**src/rtl/fetch_pkg.sv**
```systemverilog
// Shared fetch-path definitions: default datapath width, the NOP used to fill bubbles,
// and the {pc, instr} entry shared with the decode and redirect logic.
package fetch_pkg;

   localparam int XLEN_DEFAULT = 32;

   // addi x0, x0, 0
   localparam logic [31:0] NOP_INSTR = 32'h0000_0013;

   typedef struct packed {
      logic [XLEN_DEFAULT-1:0] pc;
      logic [XLEN_DEFAULT-1:0] instr;
   } fetch_entry_t;

   function automatic fetch_entry_t make_entry(input logic [XLEN_DEFAULT-1:0] pc,
                                               input logic [XLEN_DEFAULT-1:0] instr);
      fetch_entry_t e;
      e.pc    = pc;
      e.instr = instr;
      return e;
   endfunction

endpackage

```
**src/rtl/fetch_queue_mem.sv**
```systemverilog
// DEPTH x 2*XLEN register array holding {pc, instr} pairs: synchronous write,
// asynchronous read, cleared by the asynchronous reset.
module fetch_queue_mem #(
   parameter int XLEN  = 32,
   parameter int DEPTH = 4,
   localparam int AW   = $clog2(DEPTH)
) (
   input  logic              clk,
   input  logic              rst,
   input  logic              wr_en,
   input  logic [AW-1:0]     wr_addr,
   input  logic [2*XLEN-1:0] wr_data,
   input  logic [AW-1:0]     rd_addr,
   output logic [2*XLEN-1:0] rd_data
);

   logic [2*XLEN-1:0] mem_reg [DEPTH];

   always_ff @(posedge clk or posedge rst) begin
      if (rst) begin
         for (int i = 0; i < DEPTH; i++) begin
            mem_reg[i] <= '0;
         end
      end else if (wr_en) begin
         mem_reg[wr_addr] <= wr_data;
      end
   end

   // Read is combinational so a freshly written head is visible right after its write edge.
   assign rd_data = mem_reg[rd_addr];

endmodule

```
**src/rtl/fetch_queue.sv**
```systemverilog
// Fetch-to-decode FIFO of {pc, instr} pairs with valid/ready on both sides,
// single-cycle flush for branch redirect and occupancy reporting.
module fetch_queue
   import fetch_pkg::XLEN_DEFAULT;
#(
   parameter int              XLEN      = XLEN_DEFAULT,
   parameter int              DEPTH     = 4,
   parameter logic [XLEN-1:0] NOP_INSTR = XLEN'(fetch_pkg::NOP_INSTR)
) (
   input  logic                     clk,
   input  logic                     rst,
   input  logic                     flush,
   input  logic                     in_valid,
   output logic                     in_ready,
   input  logic [XLEN-1:0]          in_pc,
   input  logic [XLEN-1:0]          in_instr,
   output logic                     out_valid,
   input  logic                     out_ready,
   output logic [XLEN-1:0]          out_pc,
   output logic [XLEN-1:0]          out_instr,
   output logic [$clog2(DEPTH):0]   count
);

   localparam int AW = $clog2(DEPTH);

   // Pointers carry one extra wrap bit so full and empty are distinguishable.
   logic [AW:0]       rd_ptr_reg, rd_ptr_next;
   logic [AW:0]       wr_ptr_reg, wr_ptr_next;
   logic              empty, full, push, pop;
   logic [2*XLEN-1:0] rd_data;

   assign empty = (rd_ptr_reg == wr_ptr_reg);
   assign full  = (rd_ptr_reg[AW-1:0] == wr_ptr_reg[AW-1:0]) && (rd_ptr_reg[AW] != wr_ptr_reg[AW]);

   assign in_ready  = ~full;
   assign out_valid = ~empty;
   assign push      = in_valid & ~full & ~flush;
   assign pop       = ~empty & out_ready & ~flush;

   always_comb begin
      rd_ptr_next = rd_ptr_reg;
      wr_ptr_next = wr_ptr_reg;
      if (flush) begin
         rd_ptr_next = '0;
         wr_ptr_next = '0;
      end else begin
         if (push) wr_ptr_next = wr_ptr_reg + 1'b1;
         if (pop)  rd_ptr_next = rd_ptr_reg + 1'b1;
      end
   end

   always_ff @(posedge clk or posedge rst) begin
      if (rst) begin
         rd_ptr_reg <= '0;
         wr_ptr_reg <= '0;
      end else begin
         rd_ptr_reg <= rd_ptr_next;
         wr_ptr_reg <= wr_ptr_next;
      end
   end

   // Modulo-2*DEPTH pointer difference is exactly the occupancy 0..DEPTH.
   assign count = wr_ptr_reg - rd_ptr_reg;

   fetch_queue_mem #(
      .XLEN  (XLEN),
      .DEPTH (DEPTH)
   ) u_mem (
      .clk     (clk),
      .rst     (rst),
      .wr_en   (push),
      .wr_addr (wr_ptr_reg[AW-1:0]),
      .wr_data ({in_pc, in_instr}),
      .rd_addr (rd_ptr_reg[AW-1:0]),
      .rd_data (rd_data)
   );

   assign out_pc    = empty ? '0 : rd_data[2*XLEN-1:XLEN];
   assign out_instr = empty ? NOP_INSTR : rd_data[XLEN-1:0];

endmodule

```
**config.mk**
```make
export PLATFORM = sky130hd
export DESIGN_NAME = fetch_queue
export DESIGN_NICKNAME = d
export VERILOG_FILES = /design/src/rtl/fetch_pkg.sv /design/src/rtl/fetch_queue_mem.sv /design/src/rtl/fetch_queue.sv
export SDC_FILE = /design/constraint.sdc
export NUM_CORES = 1
export LEC_CHECK = 0
export ABC_AREA = 1
export CAP_MARGIN = 20
export CORE_MARGIN = 5
export CORE_UTILIZATION = 57
export DETAILED_ROUTE_END_ITERATION = 7
export GPL_ROUTABILITY_DRIVEN = 0
export PLACE_DENSITY = 0.8
export SKIP_CTS_REPAIR_TIMING = 1
export SLEW_MARGIN = 20
export SYNTH_ARGS = -nofsm -noshare
export SYNTH_HDL_FRONTEND = slang
export SYNTH_SLANG_ARGS = --single-unit
```
**constraint.sdc**
```tcl
create_clock -name clk -period 10.6 [get_ports clk]
set_input_delay 1.06 -clock clk [delete_from_list [all_inputs] [get_ports clk]]
set_output_delay 1.06 -clock clk [all_outputs]
set_load 0.05 [all_outputs]
```
== After elaboration in Yosys (flattened, before gate mapping) ==
Index checks and enable logic that the tools add are counted.
Cells by class
  add/sub/neg operators: 3
  magnitude comparators: 3
  equal/unequal tests: 3
  multiplexer cells: 12
  bitwise logic cells: 9
  reductions and logical operators: 4
Operators with widths (count)
  256-bit bitwise mux: 1
  64-bit two-way mux: 3
  64-bit binary-select mux with 2-bit select: 1
  64-bit demux with 2-bit select: 1
  32-bit two-way mux: 2
  3-bit two-way mux: 4
  3-bit by 1-bit adder with 3-bit output (second input constant): 2
  3-bit >= comparator (second input constant): 2
  2-bit inverter with 3-bit output: 2
  1-bit bitwise AND: 4
  2-bit nonzero test: 2
  3-bit equality test: 1
  3-bit by 1-bit less-than comparator with 1-bit output (second input constant): 1
  1-bit inverter: 3
  3-bit subtractor: 1
  2-bit equality test: 1
  1-bit logical AND: 2
  1-bit inequality test: 1
Storage, ports and cells
  flip-flop bits (word level): 262
  bits of input ports: 69
  output and inout port bits: 69
  logic and storage cells: 40

== Logic depth before layout (Yosys ltp) ==
Gate-level depths: netlist of run 1.
  word-level depth: 7
  depth in mapped cells: 11
  depth with buffers taken out: 9

== Modules after synthesis ==
A second synthesis of run 1 with hierarchy kept.
Unflattened totals
  cell total of the unflattened synthesis: 2061
  area total of the unflattened synthesis: 14331.2 µm²
By module, submodules not included
  fetch_queue_mem: times used 1, cells an instance 1868, area each 13291.5 µm², sequential area each 6406.1 µm²
  fetch_queue: times used 1, cells an instance 193, area each 1039.7 µm², sequential area each 150.1 µm²

== Worst setup path after synthesis of run 1 ==
No wires, ideal clock.
  path kind: reg-to-output
  start point: register rd_ptr_reg[1]
  end point: output out_instr[10]
  arrival time: 2.745 ns
  required time: 9.540 ns
  path slack: 6.795 ns
  cell stages (with the launch flop): 10
  path buffers: 2
  cell sequence: dfrtp_1 inv_1 clkbuf_1 ha_1 nand2_1 inv_1 nand2_1 inv_2 clkbuf_1 a21oi_1
On the way
  longest elaborated chain between the ends: 5
  elaborated cells on any way between the ends: 6
  classes of those cells: eq/ne (1); mux (4); bitwise (1)
RTL lines
  from (decl): line fetch_queue.sv:27  | logic [AW:0] rd_ptr_reg, rd_ptr_next;
  from (signal assigned): line fetch_queue.sv:57  | rd_ptr_reg <= rd_ptr_next;
  2-bit inverter with 3-bit output (implied by the code): line fetch_queue_mem.sv:30  | assign rd_data = mem_reg[rd_addr];
  64-bit binary-select mux with 2-bit select: line fetch_queue_mem.sv:30
  64-bit two-way mux (implied by the code) (2 in series): line fetch_queue_mem.sv:30
  32-bit two-way mux (*): line fetch_queue.sv:79  | assign out_instr = empty ? NOP_INSTR : rd_data[XLEN-1:0];
  to (decl): line fetch_queue.sv:20  | output logic [XLEN-1:0] out_instr,
Every way passes the cells marked *; elsewhere a longest branch is shown, timed or not. The select of a mux whose other input is x is not followed.

== Worst setup path after layout of run 1 ==
  start point: register rd_ptr_reg[0]
  end point: output out_pc[31]
On the way
  longest elaborated chain between the ends: 5
  elaborated cells on any way between the ends: 6
  classes of those cells: eq/ne (1); mux (4); bitwise (1)
RTL lines
  2-bit inverter with 3-bit output (implied by the code): line fetch_queue_mem.sv:30
  64-bit binary-select mux with 2-bit select: line fetch_queue_mem.sv:30
  64-bit two-way mux (implied by the code) (2 in series): line fetch_queue_mem.sv:30
  32-bit two-way mux (*): line fetch_queue.sv:78  | assign out_pc = empty ? '0 : rd_data[2*XLEN-1:XLEN];
  to (decl): line fetch_queue.sv:19  | output logic [XLEN-1:0] out_pc,
Marks and branches as above.

==> out/metrics.yaml, run 1 <==
coreArea_mm2: 0.02162
io-pin-count: 138
grt_max_degree: 145
drc_errors: 0
portBuffers: 137
power_w: 0.003493
cp-end-kind: "output pin"
critPathKind: "reg2out"
final_common_cell: "nand2_1"
netlist_instances: 1638
max-slew-margin-rel_pct: 26.78
grt-ovfl-total: 0
place_hpwl_um: 19000
rsz0062_at_grt: "false"
cts_sinks: 262
die_h_um: 157.5
crit_slowest_cell: "clkdlybuf4s50_1"
grt_pass1_vias: 11028
yosys.area.top_type_share_pct: 52.87
crit_buf_inv: 3
tns_ns: 0
status: "complete, no violations"
tightest_slew_ns: 1.098
wl_per_cell_um: 16.60
synth_compound_area_share_pct: 7.951
synth_top_family_by_area: "simple AND/OR/NAND/NOR gates"
max_clock_freq_ghz: 0.1990
slew_violations: 0
cp_cell_sequence: "inv_2 > buf_4 > o21ai_0 > a21oi_1 > clkdlybuf4s50_1"
finalWirelength_um: 33430
crit_fanout: 71
syn_avg_cell_area_um2: 7.571
clk_path_buf_depth: 3
cp_top_family: "buffers and inverters"
power_leakage_nw: 7.445
drt-pass1-iter-count: 5
crit_required_ns: 9.54
hold_viol_final: 0
grt_pass1_wl_um: 54990
clkTransAtPathRegs_ns: 0.06
clk_latency_ns: 0.53
ys_ff_latch: 262
synth_top_cell_by_area: "dfrtp_1"
finalHoldWorstSlack_ns: 0.4721
layout_common_cells: "nand2_1 (792), dfrtp_1 (260), nor2_1 (245)"
synth_area_leaders: "dfrtp_1 (53%), nand2_1 (24%), nor2_1 (7.4%), o21ai_0 (5.2%), a21oi_1 (2.8%)"
synthMuxAreaShare_pct: 0
htree_levels: 1
nNetsFinal: 1794
max_cap_violations: 0
period_needed_ns: 5.025
viasPerCell: 5.455
yosys.area_share.simple_pct: 32.98
syn2layout_area_growth_pct: 16.99
fillCellCount: 1788
postRouteAntennaNets: 0
synth-adder-area-share_pct: 0.8677
yosysUniqueCellTypes: 21
synth_xor_area_share_pct: 0.2119
cp-start-kind: "flop"
antenna_found_initial: 0
die_x_um: 157.5
yosysSeqAreaShare_pct: 52.87
setup_viol: 0
syn-cell-area_mm2: 0.01240
grt.total_usage_pct: 27.11
rows: 54
crit_arrival_ns: 3.96
vias: 10987
drive_gt1_share_pct: 3.866
cts_tree: "done"
die_area_mm2: 0.02480
finalCritPeriodShare_pct: 47.40
largest_reg_flops: 256
clock_skew_ns: 0.009047
cts_buffers: 27
drt-initial-drc-count: 1072
hp-class: "reg2reg"
p_per_area_mw_per_mm2: 240.8
syn_nets: 1715
slowest_delay_ns: 0.86
clock-root-buffer: "clkbuf_16"
yosys_warnings: 0
ir_drop_v: 0.0001558
start_util_pct: 57.36
routing by layer:
layer	wire, µm	vias to the layer above	share of wire (%)	global-route usage (%)
met4	887	0	2.7	8.849
li1	-	5214	-	-
met3	2441	61	7.3	3.932
met5	0	-	0	0
met2	16090	456	48	45.35
met1	14010	5256	42	36.79
cell type report:
class	instances	area, µm²	area share [%]
Sequential cell	262	6561	45.23
Multi-Input combinational cell	1261	5228	36.03
Timing Repair Buffer	148	1499	10.33
Clock buffer	37	753.2	5.192
Tap cell	280	350.3	2.415
Inverter	17	73.82	0.5088
Clock inverter	8	40.04	0.2760
Antenna cell	1	2.502	0.01725
report_power, final:
| group | total, W | switching (W) | internal, W |
|---|---|---|---|
| clock | 0.000870 | 0.000379 | 0.000492 |
| sequential | 0.00145 | 0.000166 | 0.00129 |
| combinational | 0.00117 | 0.000778 | 0.000392 |
| total | 0.00349 | 0.00132 | 0.00217 |
worst register-to-register path, cell delays in order (launching register included):
cell     delay (ns)
dfrtp_4        0.74
ha_1           0.35
nand2_1        0.09
inv_1          0.07
nand3_4        0.14
nand4_2        0.74
buf_4          0.61
nand2_1        0.15
nand2_1        0.07
Yosys cell counts (all sizes together):
master	n
nand2	793
dfrtp	262
nor2	249
o21ai	128
a21oi	69
buf	51
clkbuf	47
inv	17
ha	7
nand3	6
nand4	5
xor2	2
fa	1
xnor2	1
metrics by stage:
step	instances	setup WS [ns]	area [µm²]	util, %
floorplan	1638	2.328	12400	-
global placement	1965	6.116	13640	63.10
detailed placement	1967	6.146	13680	63.29
CTS	2012	5.584	14480	66.96
global route	2013	5.392	14510	67.09
finish	2014	5.575	14510	67.10
cell families (layout without fill, tap and decap cells):
family                   Yosys count  count (layout)
flip-flops                       262             262
other                              0               1
XOR/XNOR                           3               3
AO/OA/AOI/OAI                    197             197
adder cells (fa/ha/maj)            8               8
AND/OR/NAND/NOR                 1053            1053
buffers and inverters            115             210
final timing paths:
check	start	end	slack, ns	depth (start not counted)
max	rd_ptr_reg[0]	out_pc[31]	5.58	5
min	u_mem.mem_reg[164]	u_mem.mem_reg[164]	0.47	2
max reg2reg	rd_ptr_reg[0]	u_mem.mem_reg[102]	7.53	8
min reg2reg	u_mem.mem_reg[164]	u_mem.mem_reg[164]	0.47	2
max in group asynchronous	rst	u_mem.mem_reg[228]	7.92	4
min in group asynchronous	rst	u_mem.mem_reg[134]	0.89	2
Power figures use the tool's default switching activity.
==> inputs of run 2 (changes only) <==
--- a/config.mk
+++ b/config.mk
@@ -8,10 +8,10 @@
 export ABC_AREA = 1
 export CAP_MARGIN = 20
 export CORE_MARGIN = 5
-export CORE_UTILIZATION = 57
+export CORE_UTILIZATION = 51
 export DETAILED_ROUTE_END_ITERATION = 7
 export GPL_ROUTABILITY_DRIVEN = 0
-export PLACE_DENSITY = 0.8
+export PLACE_DENSITY = 0.75
 export SKIP_CTS_REPAIR_TIMING = 1
 export SLEW_MARGIN = 20
 export SYNTH_ARGS = -nofsm -noshare
==> constraint.sdc (replaced) <==
create_clock -name clk -period 4.4 [get_ports clk]
set_input_delay 0.44 -clock clk [delete_from_list [all_inputs] [get_ports clk]]
set_output_delay 0.44 -clock clk [all_outputs]
set_load 0.05 [all_outputs]
==> out/metrics.yaml, run 2 (synthesis results as in run 1) <==
status: "complete, no violations"
portBuffers: 137  # unchanged
met1_usage_pct: 33.81  # -3.0 points
start_util_pct: 51.44  # -5.9 points
met2_usage_pct: 40.43  # -4.9 points
grt_max_degree: 129  # -11%
max_cap_violations: 0  # unchanged
slowest_delay_ns: 0.81  # -0.05 ns
grt_pass1_wl_um: 56870  # +3.4%
cts_buffers: 28  # +3.7%
vias: 10975  # -0.11%
fin_util_pct: 60.45  # -6.6 points
max-slew-margin-rel_pct: 25.65  # -1.1 points
viasPerCell: 5.310  # -2.7%
r2r-start: "wr_ptr_reg[0]"
slew_violations: 0  # unchanged
startpoint: "wr_ptr_reg[0]"
finalCritPeriodShare_pct: 85.79
crit_buf_inv: 4  # +1
crit_slowest_cell: "clkinv_2"
clkTransAtPathRegs_ns: 0.06  # about the same
globalRouteMet3Util_pct: 4.332  # +0.40 points
largest_reg_flops: 256  # unchanged
power_w: 0.008594  # +150%
die_area_mm2: 0.02753  # +11%
cts_sinks: 262  # unchanged
drc_errors: 0  # unchanged
fillCellCount: 2166  # +21%
layout_common_cells: "nand2_1 (792), dfrtp_1 (260), nor2_1 (245)"
postRouteAntennaNets: 0  # unchanged
antenna_found_initial: 3  # +3
power_leakage_nw: 7.600  # +2.1%
pre_cts_slack_ns: 1.418  # -4.727 ns
tightest_slew_ns: 1.115  # +0.01694 ns
crit_fanout: 61  # -14%
setup_viol: 0  # unchanged
rows: 57  # +5.6%
setup_ws_ns: 0.6251  # -4.950 ns
ir_drop_v: 0.0003571  # +130%
wl_per_cell_um: 16.61  # about the same
finalWirelength_um: 34330  # +2.7%
nNetsFinal: 1798  # +0.22%
die_x_um: 165.9  # +5.4%
clock_skew_ns: 0.01310  # +0.004050 ns
grt-ovfl-total: 0  # unchanged
finalHoldWorstSlack_ns: 0.1942  # -0.2779 ns
rsz0062_at_grt: "false"
cp-end-kind: "output pin"
cp_cell_sequence: "inv_1 > ha_1 > nand2_1 > inv_1 > nand2_1 > clkinv_2 > a21oi_1 > buf_4"
syn2layout_area_growth_pct: 17.52
drt-initial-drc-count: 1200  # +12%
clk_latency_ns: 0.54  # about the same
place_hpwl_um: 19000  # about the same
period_needed_ns: 3.775
tns_ns: 0  # unchanged
crit_required_ns: 3.96  # -5.58 ns
clock-root-buffer: "clkbuf_16"
coreArea_mm2: 0.02411  # +11%
drive_gt1_share_pct: 7.865  # +4.0 points
hp-class: "in2async"
hold_viol_final: 0  # unchanged
r2r_cells: 9  # +1
final_common_cell: "nand2_1"
cp_top_family: "buffers and inverters"
busiest_layer: "met2"
drt-pass1-iter-count: 5  # unchanged
grt_pass1_vias: 10981  # -0.43%
cts_tree: "done"
htree_levels: 1  # unchanged
p_per_area_mw_per_mm2: 589.7  # +140%
r2r_setup_slack_ns: 1.75  # -5.78 ns
io-pin-count: 138  # unchanged
max_clock_freq_ghz: 0.2649
cp-start-kind: "flop"
critPathKind: "reg2out"
crit_arrival_ns: 3.33  # -0.63 ns
die_h_um: 165.9  # +5.4%
grt.total_usage_pct: 24.65  # -2.5 points
clk_path_buf_depth: 3  # unchanged
r2r-end: "u_mem.mem_reg[115]"
[run 2: cell count changes in the layout (fill, tap and decap cells not counted), moves of 2 or more]
cell	delta
clkbuf_8	+4
nand4_4	+2
clkdlybuf4s50_1	-61
buf_4	+64
nand4_2	-2
clkbuf_16	+2
[run 2: per-stage QoR]
stage | area, µm² | instances
2_1_floorplan | 12400 | 1638
3_3_place_gp | 13600 | 2013
3_5_place_dp | 13620 | 2014
4_1_cts | 14550 | 2065
5_1_grt | 14570 | 2067
6_report | 14570 | 2067
[run 2: where the power goes]
part	internal, W	switching (W)	leakage, nW
sequential	0.00310	0.000360	3.36
clock	0.00140	0.000947	0.464
combinational	0.000887	0.00191	3.78
[run 2: metal layers]
layer | wire [µm] | share of wire (%)
met5 | 23 | 0.067
met4 | 809 | 2.4
met3 | 2473 | 7.2
met2 | 16270 | 47
met1 | 14760 | 43
[run 2: cell type report]
cell class	count	area, µm²	share of cell area [%]
inverters	17	70.07	0.4808
clock inverters	8	68.82	0.4722
multi-input cells	1261	5245	35.99
flip-flops and latches	262	6561	45.02
clock buffers	43	858.3	5.890
diodes	1	2.502	0.01717
repair buffers	151	1361	9.342
well taps	324	405.4	2.782
[run 2: worst max path at each step]
stage / end / slack (ns) / depth (start not counted)
2_1_floorplan: rd_ptr_reg[0] / 0.50 / 1
3_3_place_gp: out_instr[0] / 1.51 / 6
3_5_place_dp: out_instr[22] / 1.42 / 8
4_1_cts: out_instr[22] / 0.81 / 8
5_1_grt: out_pc[27] / 0.32 / 8
6_report: out_instr[22] / 0.63 / 8
==> inputs of run 3 (changes only) <==
--- a/config.mk
+++ b/config.mk
@@ -6,9 +6,10 @@
 export NUM_CORES = 1
 export LEC_CHECK = 0
 export ABC_AREA = 1
-export CAP_MARGIN = 20
+export CAP_MARGIN = 15
 export CORE_MARGIN = 5
 export CORE_UTILIZATION = 51
+export CTS_CLUSTER_DIAMETER = 80
 export DETAILED_ROUTE_END_ITERATION = 7
 export GPL_ROUTABILITY_DRIVEN = 0
 export PLACE_DENSITY = 0.75
@@ -17,3 +18,4 @@
 export SYNTH_ARGS = -nofsm -noshare
 export SYNTH_HDL_FRONTEND = slang
 export SYNTH_SLANG_ARGS = --single-unit
+export TNS_END_PERCENT = 20
==> out/metrics.yaml, run 3 (synthesis results as in run 1) <==
status: "complete, no violations"
dr.max_layer_used: "met5"
cp-end-kind: "output pin"
hp-class: "in2async"
finalWirelength_um: 34320  # about the same
max_cap_violations: 0  # unchanged
period_needed_ns: 3.746  # -0.02875 ns
grt_pass1_wl_um: 57330  # +0.81%
wl_per_cell_um: 16.60  # about the same
grt-ovfl-total: 0  # unchanged
p_per_area_mw_per_mm2: 593.4  # +0.63%
crit_buf_inv: 4  # unchanged
power_leakage_nw: 7.617  # +0.22%
drt-initial-drc-count: 1306  # +8.8%
clock_skew_ns: 0.01090  # -0.002195 ns
largest_reg_flops: 256  # unchanged
postRouteAntennaNets: 0  # unchanged
clkTransAtPathRegs_ns: 0.07  # about the same
cts_buffers: 28  # unchanged
max_clock_freq_ghz: 0.2669  # +0.77%
nNetsFinal: 1798  # unchanged
tightest_slew_ns: 1.119  # +0.003429 ns
cp-start-kind: "flop"
finalCritPeriodShare_pct: 85.14  # -0.65 points
rows: 57  # unchanged
cp_top_family: "buffers and inverters"
syn2layout_area_growth_pct: 17.78
rsz0062_at_grt: "false"
hold_viol_final: 0  # unchanged
place_hpwl_um: 18870  # -0.68%
crit_fanout: 61  # unchanged
viasPerCell: 5.346  # +0.69%
portBuffers: 137  # unchanged
grt_max_degree: 129  # unchanged
crit_required_ns: 3.96  # about the same
fillCellCount: 2201  # +1.6%
power_w: 0.008667  # +0.85%
slew_violations: 0  # unchanged
clk_latency_ns: 0.54  # about the same
grt.total_usage_pct: 24.75  # +0.10 points
start_util_pct: 51.44  # unchanged
tns_ns: 0  # unchanged
clk_path_buf_depth: 3  # unchanged
drive_gt1_share_pct: 7.917  # +0.053 points
crit_slowest_cell: "clkinv_2"
route.met2.wl_um: 15990  # -1.7%
layout_common_cells: "nand2_1 (792), dfrtp_1 (260), nor2_1 (245)"
die_area_mm2: 0.02753  # unchanged
crit_arrival_ns: 3.31  # -0.02 ns
grt_pass1_vias: 11055  # +0.67%
vias: 11051  # +0.69%
io-pin-count: 138  # unchanged
cts_tree: "done"
dr_wl_met3_um: 2477  # +0.16%
ir_drop_v: 0.0003357  # -6.0%
drt-pass1-iter-count: 8  # +3
clock-root-buffer: "clkbuf_16"
max-slew-margin-rel_pct: 25.42  # -0.23 points
antenna_found_initial: 2  # -1
slowest_delay_ns: 0.75  # -0.06 ns
setup_viol: 0  # unchanged
coreArea_mm2: 0.02411  # unchanged
htree_levels: 1  # unchanged
drc_errors: 0  # unchanged
final_common_cell: "nand2_1"
die_h_um: 165.9  # unchanged
wl_met1_um: 14890  # +0.89%
antenna_cells: 0  # -1
critPathKind: "reg2out"
cp_cell_sequence: "inv_1 > ha_1 > nand2_1 > inv_1 > nand2_1 > clkinv_2 > a21oi_1 > buf_4"
die_x_um: 165.9  # unchanged
cts_sinks: 262  # unchanged
run 3: changes by cell type in the layout (fill, tap and decap cells not counted):
cell and delta:
clkbuf_8 +1, inv_6 -1, diode_2 -1, bufinv_16 +1
run 3: through the flow:
step / hold slack, ns / cell area, µm² / instances / setup WS (ns) / util [%]
after CTS: 0.1861 / 14560 / 2065 / 0.8297 / 60.42
after detailed placement: 0.4595 / 13600 / 2013 / 1.422 / 56.43
after floorplan: 0.4436 / 12400 / 1638 / 0.5045 / -
final: 0.1933 / 14610 / 2067 / 0.6539 / 60.59
after global routing: 0.1950 / 14610 / 2067 / 0.3970 / 60.59
after global placement: 0.4554 / 13600 / 2013 / 1.510 / 56.43
run 3: power by group:
| part | switching (W) | total, W | internal [W] | leakage [nW] |
|---|---|---|---|---|
| clock | 0.000950 | 0.00242 | 0.00147 | 0.481 |
| combinational | 0.00190 | 0.00279 | 0.000887 | 3.78 |
| sequential | 0.000360 | 0.00346 | 0.00310 | 3.36 |
run 3: per-layer routing:
layer / vias to the layer above / GRT usage [%]
li1: 5236 / -
met1: 5328 / 34.24
met2: 413 / 40.57
met3: 70 / 4.308
met4: 4 / 7.066
met5: - / 0
run 3: layout make-up:
type,instances,area [µm²],share of cell area [%]
clock buffers,44,872.1,5.971
well taps,324,405.4,2.776
inverters,17,70.07,0.4797
flip-flops and latches,262,6561,44.92
clock inverters,8,90.09,0.6168
repair buffers,151,1361,9.321
multi-input cells,1261,5245,35.91
run 3: worst paths after layout:
kind	start	endpoint	slack, ns	cells past startpoint
setup / recovery	wr_ptr_reg[0]	out_instr[25]	0.65	8
hold / removal	rst	u_mem.mem_reg[131]	0.19	2
setup reg to reg	wr_ptr_reg[0]	u_mem.mem_reg[90]	1.70	9
hold reg to reg	u_mem.mem_reg[9]	u_mem.mem_reg[9]	0.47	2
max in group asynchronous	rst	u_mem.mem_reg[16]	3.09	3
min in group clk	u_mem.mem_reg[9]	u_mem.mem_reg[9]	0.47	2
